### src/rtl/mdu_pkg.sv
// Shared definitions for the RV32M multiply/divide unit: funct3 encodings,
// FSM state type, special-case result constants and operand sign helpers.
package mdu_pkg;

    localparam int MDU_XLEN = 32;

    localparam logic [2:0] OP_MUL    = 3'b000;
    localparam logic [2:0] OP_MULH   = 3'b001;
    localparam logic [2:0] OP_MULHSU = 3'b010;
    localparam logic [2:0] OP_MULHU  = 3'b011;
    localparam logic [2:0] OP_DIV    = 3'b100;
    localparam logic [2:0] OP_DIVU   = 3'b101;
    localparam logic [2:0] OP_REM    = 3'b110;
    localparam logic [2:0] OP_REMU   = 3'b111;

    typedef enum logic [1:0] {
        ST_IDLE = 2'd0,
        ST_CALC = 2'd1,
        ST_DONE = 2'd2
    } state_e;

    localparam logic [MDU_XLEN-1:0] QUO_ALL_ONES = 32'hFFFF_FFFF;
    localparam logic [MDU_XLEN-1:0] INT_MIN      = 32'h8000_0000;

    // MUL treats both operands as unsigned: its low word does not depend on sign.
    function automatic logic op_signed_a(input logic [2:0] op);
        return (op == OP_MULH) || (op == OP_MULHSU) || (op == OP_DIV) || (op == OP_REM);
    endfunction

    function automatic logic op_signed_b(input logic [2:0] op);
        return (op == OP_MULH) || (op == OP_DIV) || (op == OP_REM);
    endfunction

    function automatic logic [MDU_XLEN-1:0] abs_val(input logic [MDU_XLEN-1:0] x,
                                                    input logic              sgn);
        return (sgn && x[MDU_XLEN-1]) ? (~x + 32'd1) : x;
    endfunction

endpackage

### src/rtl/mdu_iter.sv
// Iterative 32-step datapath: shift-add multiply or restoring divide over
// unsigned magnitudes. hi/lo hold {product} or {remainder, quotient}.
module mdu_iter #(
    parameter int XLEN = 32
) (
    input  logic            clk_i,
    input  logic            rst_i,
    input  logic            load_i,
    input  logic            step_i,
    input  logic            is_div_i,
    input  logic [XLEN-1:0] opa_i,
    input  logic [XLEN-1:0] opb_i,
    output logic [XLEN-1:0] hi_o,
    output logic [XLEN-1:0] lo_o,
    output logic            last_o
);

    localparam int CW = $clog2(XLEN);

    logic [CW-1:0]   cnt_q;
    logic [XLEN-1:0] hi_q;
    logic [XLEN-1:0] lo_q;
    logic [XLEN-1:0] opb_q;
    logic            is_div_q;

    logic [XLEN:0]   add_sum;
    logic [XLEN:0]   shifted;
    logic [XLEN:0]   trial;
    logic            ge;

    // Remainder stays below the divisor, so the trial subtraction's top bit is a clean borrow.
    always_comb begin
        add_sum = {1'b0, hi_q} + (lo_q[0] ? {1'b0, opb_q} : {(XLEN+1){1'b0}});
        shifted = {hi_q, lo_q[XLEN-1]};
        trial   = shifted - {1'b0, opb_q};
        ge      = ~trial[XLEN];
    end

    always_ff @(posedge clk_i) begin
        if (rst_i) begin
            cnt_q    <= '0;
            hi_q     <= '0;
            lo_q     <= '0;
            opb_q    <= '0;
            is_div_q <= 1'b0;
        end else if (load_i) begin
            cnt_q    <= '0;
            hi_q     <= '0;
            lo_q     <= opa_i;
            opb_q    <= opb_i;
            is_div_q <= is_div_i;
        end else if (step_i) begin
            cnt_q <= cnt_q + 1'b1;
            if (is_div_q) begin
                hi_q <= ge ? trial[XLEN-1:0] : shifted[XLEN-1:0];
                lo_q <= {lo_q[XLEN-2:0], ge};
            end else begin
                hi_q <= add_sum[XLEN:1];
                lo_q <= {add_sum[0], lo_q[XLEN-1:1]};
            end
        end
    end

    assign hi_o   = hi_q;
    assign lo_o   = lo_q;
    assign last_o = step_i && (cnt_q == CW'(XLEN-1));

endmodule

### src/rtl/mdu.sv
// RV32M multiply/divide unit: IDLE/CALC/DONE control, operand latching,
// sign correction, divide special cases and register-file write-back.
module mdu
    import mdu_pkg::*;
#(
    parameter int XLEN = 32
) (
    input  logic            clk_i,
    input  logic            rst_i,
    input  logic            start_i,
    input  logic [2:0]      op_i,
    input  logic [XLEN-1:0] a_i,
    input  logic [XLEN-1:0] b_i,
    input  logic [4:0]      rd_adr_i,
    input  logic            kill_i,
    output logic            busy_o,
    output logic            we_o,
    output logic [4:0]      wb_adr_o,
    output logic [XLEN-1:0] wb_data_o,
    output logic [1:0]      dbg_state_o
);

    // Handshake: a request is taken only when start_i is high, kill_i is low and the
    // unit is IDLE (busy_o low); the result appears for exactly one cycle with we_o.

    state_e          state_q, state_d;
    logic [2:0]      op_q;
    logic [XLEN-1:0] a_q;
    logic [4:0]      rd_q;
    logic            a_neg_q, b_neg_q;
    logic            dz_q, ovf_q;

    logic            accept;
    logic            in_dz, in_ovf;
    logic            in_sa, in_sb;
    logic [XLEN-1:0] mag_a, mag_b;
    logic [XLEN-1:0] hi, lo;
    logic            last;
    logic            step;

    logic [2*XLEN-1:0] prod, prod_fix;
    logic [XLEN-1:0]   quo_fix, rem_fix;
    logic [XLEN-1:0]   result;

    always_comb begin
        accept = (state_q == ST_IDLE) && start_i && !kill_i;
        in_dz  = op_i[2] && (b_i == '0);
        in_ovf = op_i[2] && !op_i[0] && (a_i == INT_MIN) && (b_i == QUO_ALL_ONES);
        in_sa  = op_signed_a(op_i);
        in_sb  = op_signed_b(op_i);
        mag_a  = abs_val(a_i, in_sa);
        mag_b  = abs_val(b_i, in_sb);
        step   = (state_q == ST_CALC) && !kill_i;
    end

    mdu_iter #(.XLEN(XLEN)) u_iter (
        .clk_i    (clk_i),
        .rst_i    (rst_i),
        .load_i   (accept),
        .step_i   (step),
        .is_div_i (op_i[2]),
        .opa_i    (mag_a),
        .opb_i    (mag_b),
        .hi_o     (hi),
        .lo_o     (lo),
        .last_o   (last)
    );

    always_ff @(posedge clk_i) begin
        if (rst_i) begin
            state_q <= ST_IDLE;
            op_q    <= '0;
            a_q     <= '0;
            rd_q    <= '0;
            a_neg_q <= 1'b0;
            b_neg_q <= 1'b0;
            dz_q    <= 1'b0;
            ovf_q   <= 1'b0;
        end else begin
            state_q <= state_d;
            if (accept) begin
                op_q    <= op_i;
                a_q     <= a_i;
                rd_q    <= rd_adr_i;
                a_neg_q <= in_sa && a_i[XLEN-1];
                b_neg_q <= in_sb && b_i[XLEN-1];
                dz_q    <= in_dz;
                ovf_q   <= in_ovf;
            end
        end
    end

    always_comb begin
        state_d = state_q;
        case (state_q)
            ST_IDLE: if (accept) state_d = (in_dz || in_ovf) ? ST_DONE : ST_CALC;
            ST_CALC: begin
                if (kill_i)    state_d = ST_IDLE;
                else if (last) state_d = ST_DONE;
            end
            ST_DONE: state_d = ST_IDLE;
            default: state_d = ST_IDLE;
        endcase
    end

    // Magnitudes were used in the datapath; restore the sign of the selected result here.
    always_comb begin
        prod     = {hi, lo};
        prod_fix = (a_neg_q ^ b_neg_q) ? (~prod + 64'd1) : prod;
        quo_fix  = (a_neg_q ^ b_neg_q) ? (~lo + 32'd1) : lo;
        rem_fix  = a_neg_q ? (~hi + 32'd1) : hi;
        result   = '0;
        if (dz_q) begin
            result = op_q[1] ? a_q : QUO_ALL_ONES;
        end else if (ovf_q) begin
            result = op_q[1] ? '0 : INT_MIN;
        end else begin
            case (op_q)
                OP_MUL:                       result = prod_fix[XLEN-1:0];
                OP_MULH, OP_MULHSU, OP_MULHU: result = prod_fix[2*XLEN-1:XLEN];
                OP_DIV, OP_DIVU:              result = quo_fix;
                default:                      result = rem_fix;
            endcase
        end
    end

    always_comb begin
        busy_o      = (state_q != ST_IDLE);
        we_o        = (state_q == ST_DONE) && !kill_i && (rd_q != 5'd0);
        wb_adr_o    = (state_q == ST_DONE) ? rd_q : 5'd0;
        wb_data_o   = (state_q == ST_DONE) ? result : '0;
        dbg_state_o = state_q;
    end

endmodule

### config.mk
export PLATFORM = sky130hd
export DESIGN_NAME = mdu
export DESIGN_NICKNAME = d
export VERILOG_FILES = /design/src/rtl/mdu_pkg.sv /design/src/rtl/mdu_iter.sv /design/src/rtl/mdu.sv
export SDC_FILE = /design/constraint.sdc
export NUM_CORES = 1
export LEC_CHECK = 0
export ABC_AREA = 1
export CAP_MARGIN = 20
export CORE_MARGIN = 1.5
export CORE_UTILIZATION = 45
export DETAILED_ROUTE_END_ITERATION = 8
export PLACE_DENSITY = 0.64
export SYNTH_ARGS = -nofsm -noshare
export SYNTH_HDL_FRONTEND = slang
export SYNTH_SLANG_ARGS = --single-unit
### constraint.sdc
create_clock -name clk_i -period 7 [get_ports clk_i]
set_clock_uncertainty 0.1 [all_clocks]
set_input_delay 1.75 -clock clk_i [delete_from_list [all_inputs] [get_ports clk_i]]
set_output_delay 1.75 -clock clk_i [all_outputs]
set_load 0.02 [all_outputs]
# Yosys cells after proc, flatten, opt, wreduce, memory -nomap -nowiden
# Index checks and enable logic that the tools add are counted.
[totals]
regBits = 148
wordCells = 97
output_inout_bits = 41
in_bits = 76
[op_classes]
n_addsub = 8
n_bitwise = 7
eq_ne = 16
reduce_logical = 30
mux = 23
[op_table]
columns = ["operator", "count"]
rows = [
  ["32-bit 2-to-1 mux", 15],
  ["32-bit by 1-bit adder with 32-bit output, second input constant", 4],
  ["32-bit NOT", 4],
  ["32-bit case mux with 3 select lines", 1],
  ["64-bit by 1-bit adder with 64-bit output, second input constant", 1],
  ["32-bit equality test, second input constant", 2],
  ["64-bit 2-to-1 mux", 1],
  ["64-bit NOT", 1],
  ["32-bit by 33-bit adder with 33-bit output", 1],
  ["33-bit by 32-bit subtractor with 33-bit output", 1],
  ["32-bit zero test", 1],
  ["3-bit equality test, second input constant", 4],
  ["1-bit logical AND", 12],
  ["3-bit by 2-bit equality test with 1-bit output, second input constant", 3],
  ["2-bit 2-to-1 mux", 4],
  ["3-bit by 1-bit equality test with 1-bit output, second input constant", 2],
  ["1-bit logical OR", 6],
  ["5-bit by 1-bit adder with 5-bit output, second input constant", 1],
  ["5-bit equality test, second input constant", 1],
  ["5-bit 2-to-1 mux", 1],
  ["5-bit nonzero test", 1],
  ["2-bit case mux with 2 select lines", 1],
  ["2-bit nonzero test", 2],
  ["2-bit OR reduction", 2],
  ["other kinds (11)", 12],
]

# Logic depth before layout (Yosys ltp)
[logic_depth]
word_depth = 8
depth_mapped = 19
ltp_nobuf = 18

# By module
# A second synthesis with hierarchy kept.
[unflattened]
hier_cells = 3271
area_unflattened_um2 = 17509.3
[modules_own_cells]
columns = ["mod", "cells_each", "area_each_um2", "n_inst", "seq_area_each_um2"]
rows = [
  ["mdu_iter", 1843, 10241.1, 1, 2042.0],
  ["mdu", 1428, 7268.2, 1, 920.9],
]

# Worst setup path before layout
# OpenSTA, ideal clock, no wires.
[synth_timing]
path_kind = "in2out"
startpoint = "input port kill_i"
endpoint = "output port we_o"
path_slack_ns = 3.109
n_path_buf = 0
cell_stages = 3
required_time_ns = 5.150
arrival_time_ns = 2.041
cell_sequence = "nor2_1 > o21ai_0 > inv_1"
[synth_via]
elab_chain_len = 3
[synth_rtl]
columns = ["element", "line_no", "text"]
rows = [
  ["start: declaration", "mdu.sv:15", "input logic kill_i,"],
  ["1-bit zero test", "mdu.sv:129", "we_o = (state_q == ST_DONE) && !kill_i && (rd_q != 5'd0);"],
  ["1-bit logical AND (2 in a row)", "mdu.sv:129", ""],
  ["end: declaration", "mdu.sv:17", "output logic we_o,"],
]
# Every way passes these cells.

# Worst setup path after layout
[layout_timing]
startpoint = "register u_iter.lo_q[1] (netlist: u_iter.lo_o[1])"
endpoint = "output port wb_data_o[30]"
[layout_via]
elab_chain_len = 7
elab_cells_between_ends = 10
cone_classes = "add/sub: 2; mux: 6; bitwise: 2"
[layout_rtl]
columns = ["element", "line_no", "text"]
rows = [
  ["start: declaration", "mdu_iter.sv:22", "logic [XLEN-1:0] lo_q;"],
  ["start signal: assignment", "mdu_iter.sv:49", "lo_q <= opa_i;"],
  ["start signal: assignment", "mdu_iter.sv:56", "lo_q <= {lo_q[XLEN-2:0], ge};"],
  ["start signal: assignment", "mdu_iter.sv:59", "lo_q <= {add_sum[0], lo_q[XLEN-1:1]};"],
  ["64-bit NOT / 32-bit NOT (equally long branches)", "mdu.sv:109, mdu.sv:110", ""],
  ["64-bit by 1-bit adder with 64-bit output / 32-bit by 1-bit adder with 32-bit output (equally long branches)", "mdu.sv:109, mdu.sv:110", ""],
  ["64-bit 2-to-1 mux / 32-bit 2-to-1 mux (equally long branches)", "mdu.sv:109, mdu.sv:110", ""],
  ["32-bit case mux with 3 select lines *", "mdu.sv:118", "case (op_q)"],
  ["32-bit 2-to-1 mux *", "mdu.sv:115", "end else if (ovf_q) begin"],
  ["32-bit 2-to-1 mux *", "mdu.sv:113", "if (dz_q) begin"],
  ["32-bit 2-to-1 mux *", "mdu.sv:131", "wb_data_o = (state_q == ST_DONE) ? result : '0;"],
  ["end: declaration", "mdu.sv:19", "output logic [XLEN-1:0] wb_data_o,"],
]
# Mark *: on every way between the ends. The rest lies on a longest branch, timed or not.

==> results.toml <==
[floorplan]
die_y_um = 201
io_pins = 117
row_count = 72
start_util = 0.455
fp.dieArea_um2 = 40300
core_um2 = 38600
die_w_um = 201

[global_route]
antenna_found_initial = 1
grt_pass1_wl_um = 119000
grt_start_max_net_pins = 65
grt_pass1_vias = 20000
grt_overflow = 0
grt_usage = 0.385

[sta]
worstMarginPinSlew_ps = 1090
post-route-min-period_ps = 5820
setup_viol = 0
grt_setup_unrepaired = "false"
fmax_mhz = 172
slew_violations = 0
setup_tns_ps = 0
relSlewSlack = 0.274
finalCritPeriodShare = 0.832
finalHoldViolations = 0

[clock_network]
path_clk_slew_ps = 70
insertion_delay_ps = 480
ctsHoldBuffers = 0
numCtsBuffers = 17
clockRootBuffer = "clkbuf_16"
tritoncts = "done"
htreeDepth = 4
cts.path.max_buffers = 2
cts.sinks = 147
cts_setup_buffers = 0
cts_resized = 0

[cells_and_area]
antennaDiodeCount = 0
area_growth_pct = 11.9
layout-drive-gt1-share = 0.0300
fillerInstances = 4216
nets = 3542
final-seq-area_um2 = 2940
multi_input_area_um2 = 12100

[route]
first_iter_violations = 3287
ant_nets = 0
avgRoutedWirePerCell_um = 20.2
vias = 22400
drc = 0
dr.pass1.iters = 7
wirelength_um = 79200
viasPerCell = 5.72

[synth]
netlist_instances = 3352
synth_area_leaders = "nand2_1, dfxtp_1, inv_1"
ys.flop_type = "dfxtp_1"
async_reset_ff_frac = 0
synth-edff-count = 0
yosys_warnings = 0
syn_avg_cell_area_um2 = 5.25
synth_fp_nets = 3501
yosysSeqAreaShare = 0.167
yosys.area.top_type_share = 0.231
synth_seq_cells = 147
synth_area_um2 = 17600
synthDistinctLibCells = 55
yosys.area.top_type = "nand2_1"

[pwr]
power_mw = 3.59
swShare = 0.461
vdd_drop_max_mv = 0.169
pwr-share-clk = 0.278
internal_power_mw = 1.93
seqPwrFrac = 0.278
comb_power_share = 0.444
p_leak_nw = 10.3
p_per_area_nw_per_um2 = 182
switchingPower_mw = 1.66

[worst_hold_path]
holdCritPathClass = "reg2reg"

[flow_run]
max-cap-violations = 0

[place]
place_congestion = 1.13
io_buffers = 116
hpwl_um = 62000

[critical_path]
critPathKind = "reg2out"
cp_data_required_time_ps = 5150
arrival_ps = 3970
critPathLaunchType = "flip-flop"
critPathCaptureType = "output port"
critPathMaxFanout = 6

[status]
status = "finished, final reports clean"
[cell usage in the layout (no fill, tap or decap), types with 9 or more instances in the layout]
| cell type | synthesis | final |
|---|---|---|
| o211ai_1 | 25 | 25 |
| a21oi_1 | 226 | 225 |
| ha_1 | 71 | 71 |
| nand4_1 | 55 | 55 |
| nor3_1 | 32 | 32 |
| nor2_2 | 13 | 14 |
| nor2_1 | 359 | 358 |
| o22ai_1 | 15 | 15 |
| o21ai_0 | 249 | 249 |
| buf_4 | 1 | 21 |
| a31oi_1 | 24 | 24 |
| o21ai_1 | 9 | 9 |
| nand2_2 | 10 | 10 |
| clkdlybuf4s50_1 | 0 | 116 |
| xor2_1 | 25 | 25 |
| inv_1 | 532 | 530 |
| dfxtp_1 | 147 | 146 |
| nand2_1 | 1082 | 1082 |
| nand3_1 | 262 | 261 |
| clkbuf_16 | 0 | 17 |
| nand3b_1 | 12 | 12 |
[state kept, by name (all words and copies together), names as in the netlist]
name	flops
dbg_state_o	2
b_neg_q	1
u_iter.lo_o	32
a_q	32
a_neg_q	1
u_iter.cnt_q	5
u_iter.hi_o	32
dz_q	1
ovf_q	1
u_iter.opb_q	32
op_q	2
u_iter.is_div_q	1
rd_q	5
[Yosys cell counts, types with 6 or more instances]
| library cell | number |
|---|---|
| xnor2_1 | 7 |
| and2_1 | 6 |
| buf_1 | 10 |
| o211ai_1 | 25 |
| buf_2 | 14 |
| nand3b_1 | 12 |
| dfxtp_1 | 147 |
| ha_1 | 71 |
| a21oi_1 | 226 |
| nand2_2 | 10 |
| nor3_1 | 32 |
| o21ai_1 | 9 |
| clkbuf_1 | 83 |
| inv_1 | 532 |
| buf_6 | 7 |
| nor2_1 | 359 |
| o21bai_1 | 8 |
| a31oi_1 | 24 |
| xor2_1 | 25 |
| o21ai_0 | 249 |
| o22ai_1 | 15 |
| nor2_2 | 13 |
| nand3_1 | 262 |
| nand2_1 | 1082 |
| nand4_1 | 55 |
[cell type report]
type / instances / share of cell area
Clock buffer: 21 / 0.0234
Clock inverter: 10 / 0.00744
Inverter: 540 / 0.103
Multi-Input combinational cell: 2549 / 0.616
Sequential cell: 147 / 0.150
Tap cell: 518 / 0.0329
Timing Repair Buffer: 138 / 0.0680
[power groups by stage]
stage                     sequential (mW)  combinational [mW]  clock [mW]
final                               0.999                1.59       0.998
after global routing                0.998                1.75        1.04
after CTS                           0.988                1.53        1.01
after detailed placement             1.01                1.53           0
after global placement               1.01                1.52           0
after floorplan                     0.951                1.09           0
[cell families (layout without fill, tap and decap cells)]
kind of cell | Yosys count | count (layout) | synth area share
simple gates | 1852 | 1852 | 0.436
compound gates | 591 | 591 | 0.183
flops | 147 | 147 | 0.167
fa+ha+maj | 73 | 73 | 0.0528
buf+inv | 656 | 709 | 0.144
xor+xnor | 33 | 33 | 0.0169
[final timing paths]
check                   end            start  cells after the start  slack, ps
min                 a_q[10]          a_q[10]                      2        360
min reg2reg         a_q[10]          a_q[10]                      2        360
max reg2reg  u_iter.hi_o[3]  u_iter.lo_o[31]                     16       3650
max           wb_data_o[30]   u_iter.lo_o[1]                     15       1180
[worst max-delay path, cell delays in order (launching register included)]
cell and delay [ps]:
dfxtp_1 310, inv_1 150, ha_1 240, nand3_2 210, nor2_1 440, nand2_1 180
o21ai_0 190, nand2_1 70, nand2_1 60, nand2_1 170, nand2_1 240, nand2_1 80
nand2_1 60, nand2_1 230, a21oi_1 230, clkdlybuf4s50_1 630
[metrics by stage]
stage | instances | area (um2) | hold WS (ps) | utilization | setup slack, ps
after global routing | 3923 | 19700 | 364 | 0.509 | 954
final | 3923 | 19700 | 357 | 0.509 | 1180
after detailed placement | 3891 | 19100 | 340 | 0.493 | 1820
after CTS | 3922 | 19700 | 357 | 0.509 | 1350
after global placement | 3891 | 19100 | 330 | 0.493 | 1850
after floorplan | 3352 | 17600 | 314 | - | 3110
[routing by layer]
layer  up-vias  global-route usage  part of all wire
met5         -                   0           0.00011
met4         2               0.129             0.033
met3       159               0.121              0.14
met2      1393               0.527              0.38
met1     10100               0.561              0.44
li1      10800                   -                 -
Note: power is estimated with default switching activity, not from simulation.
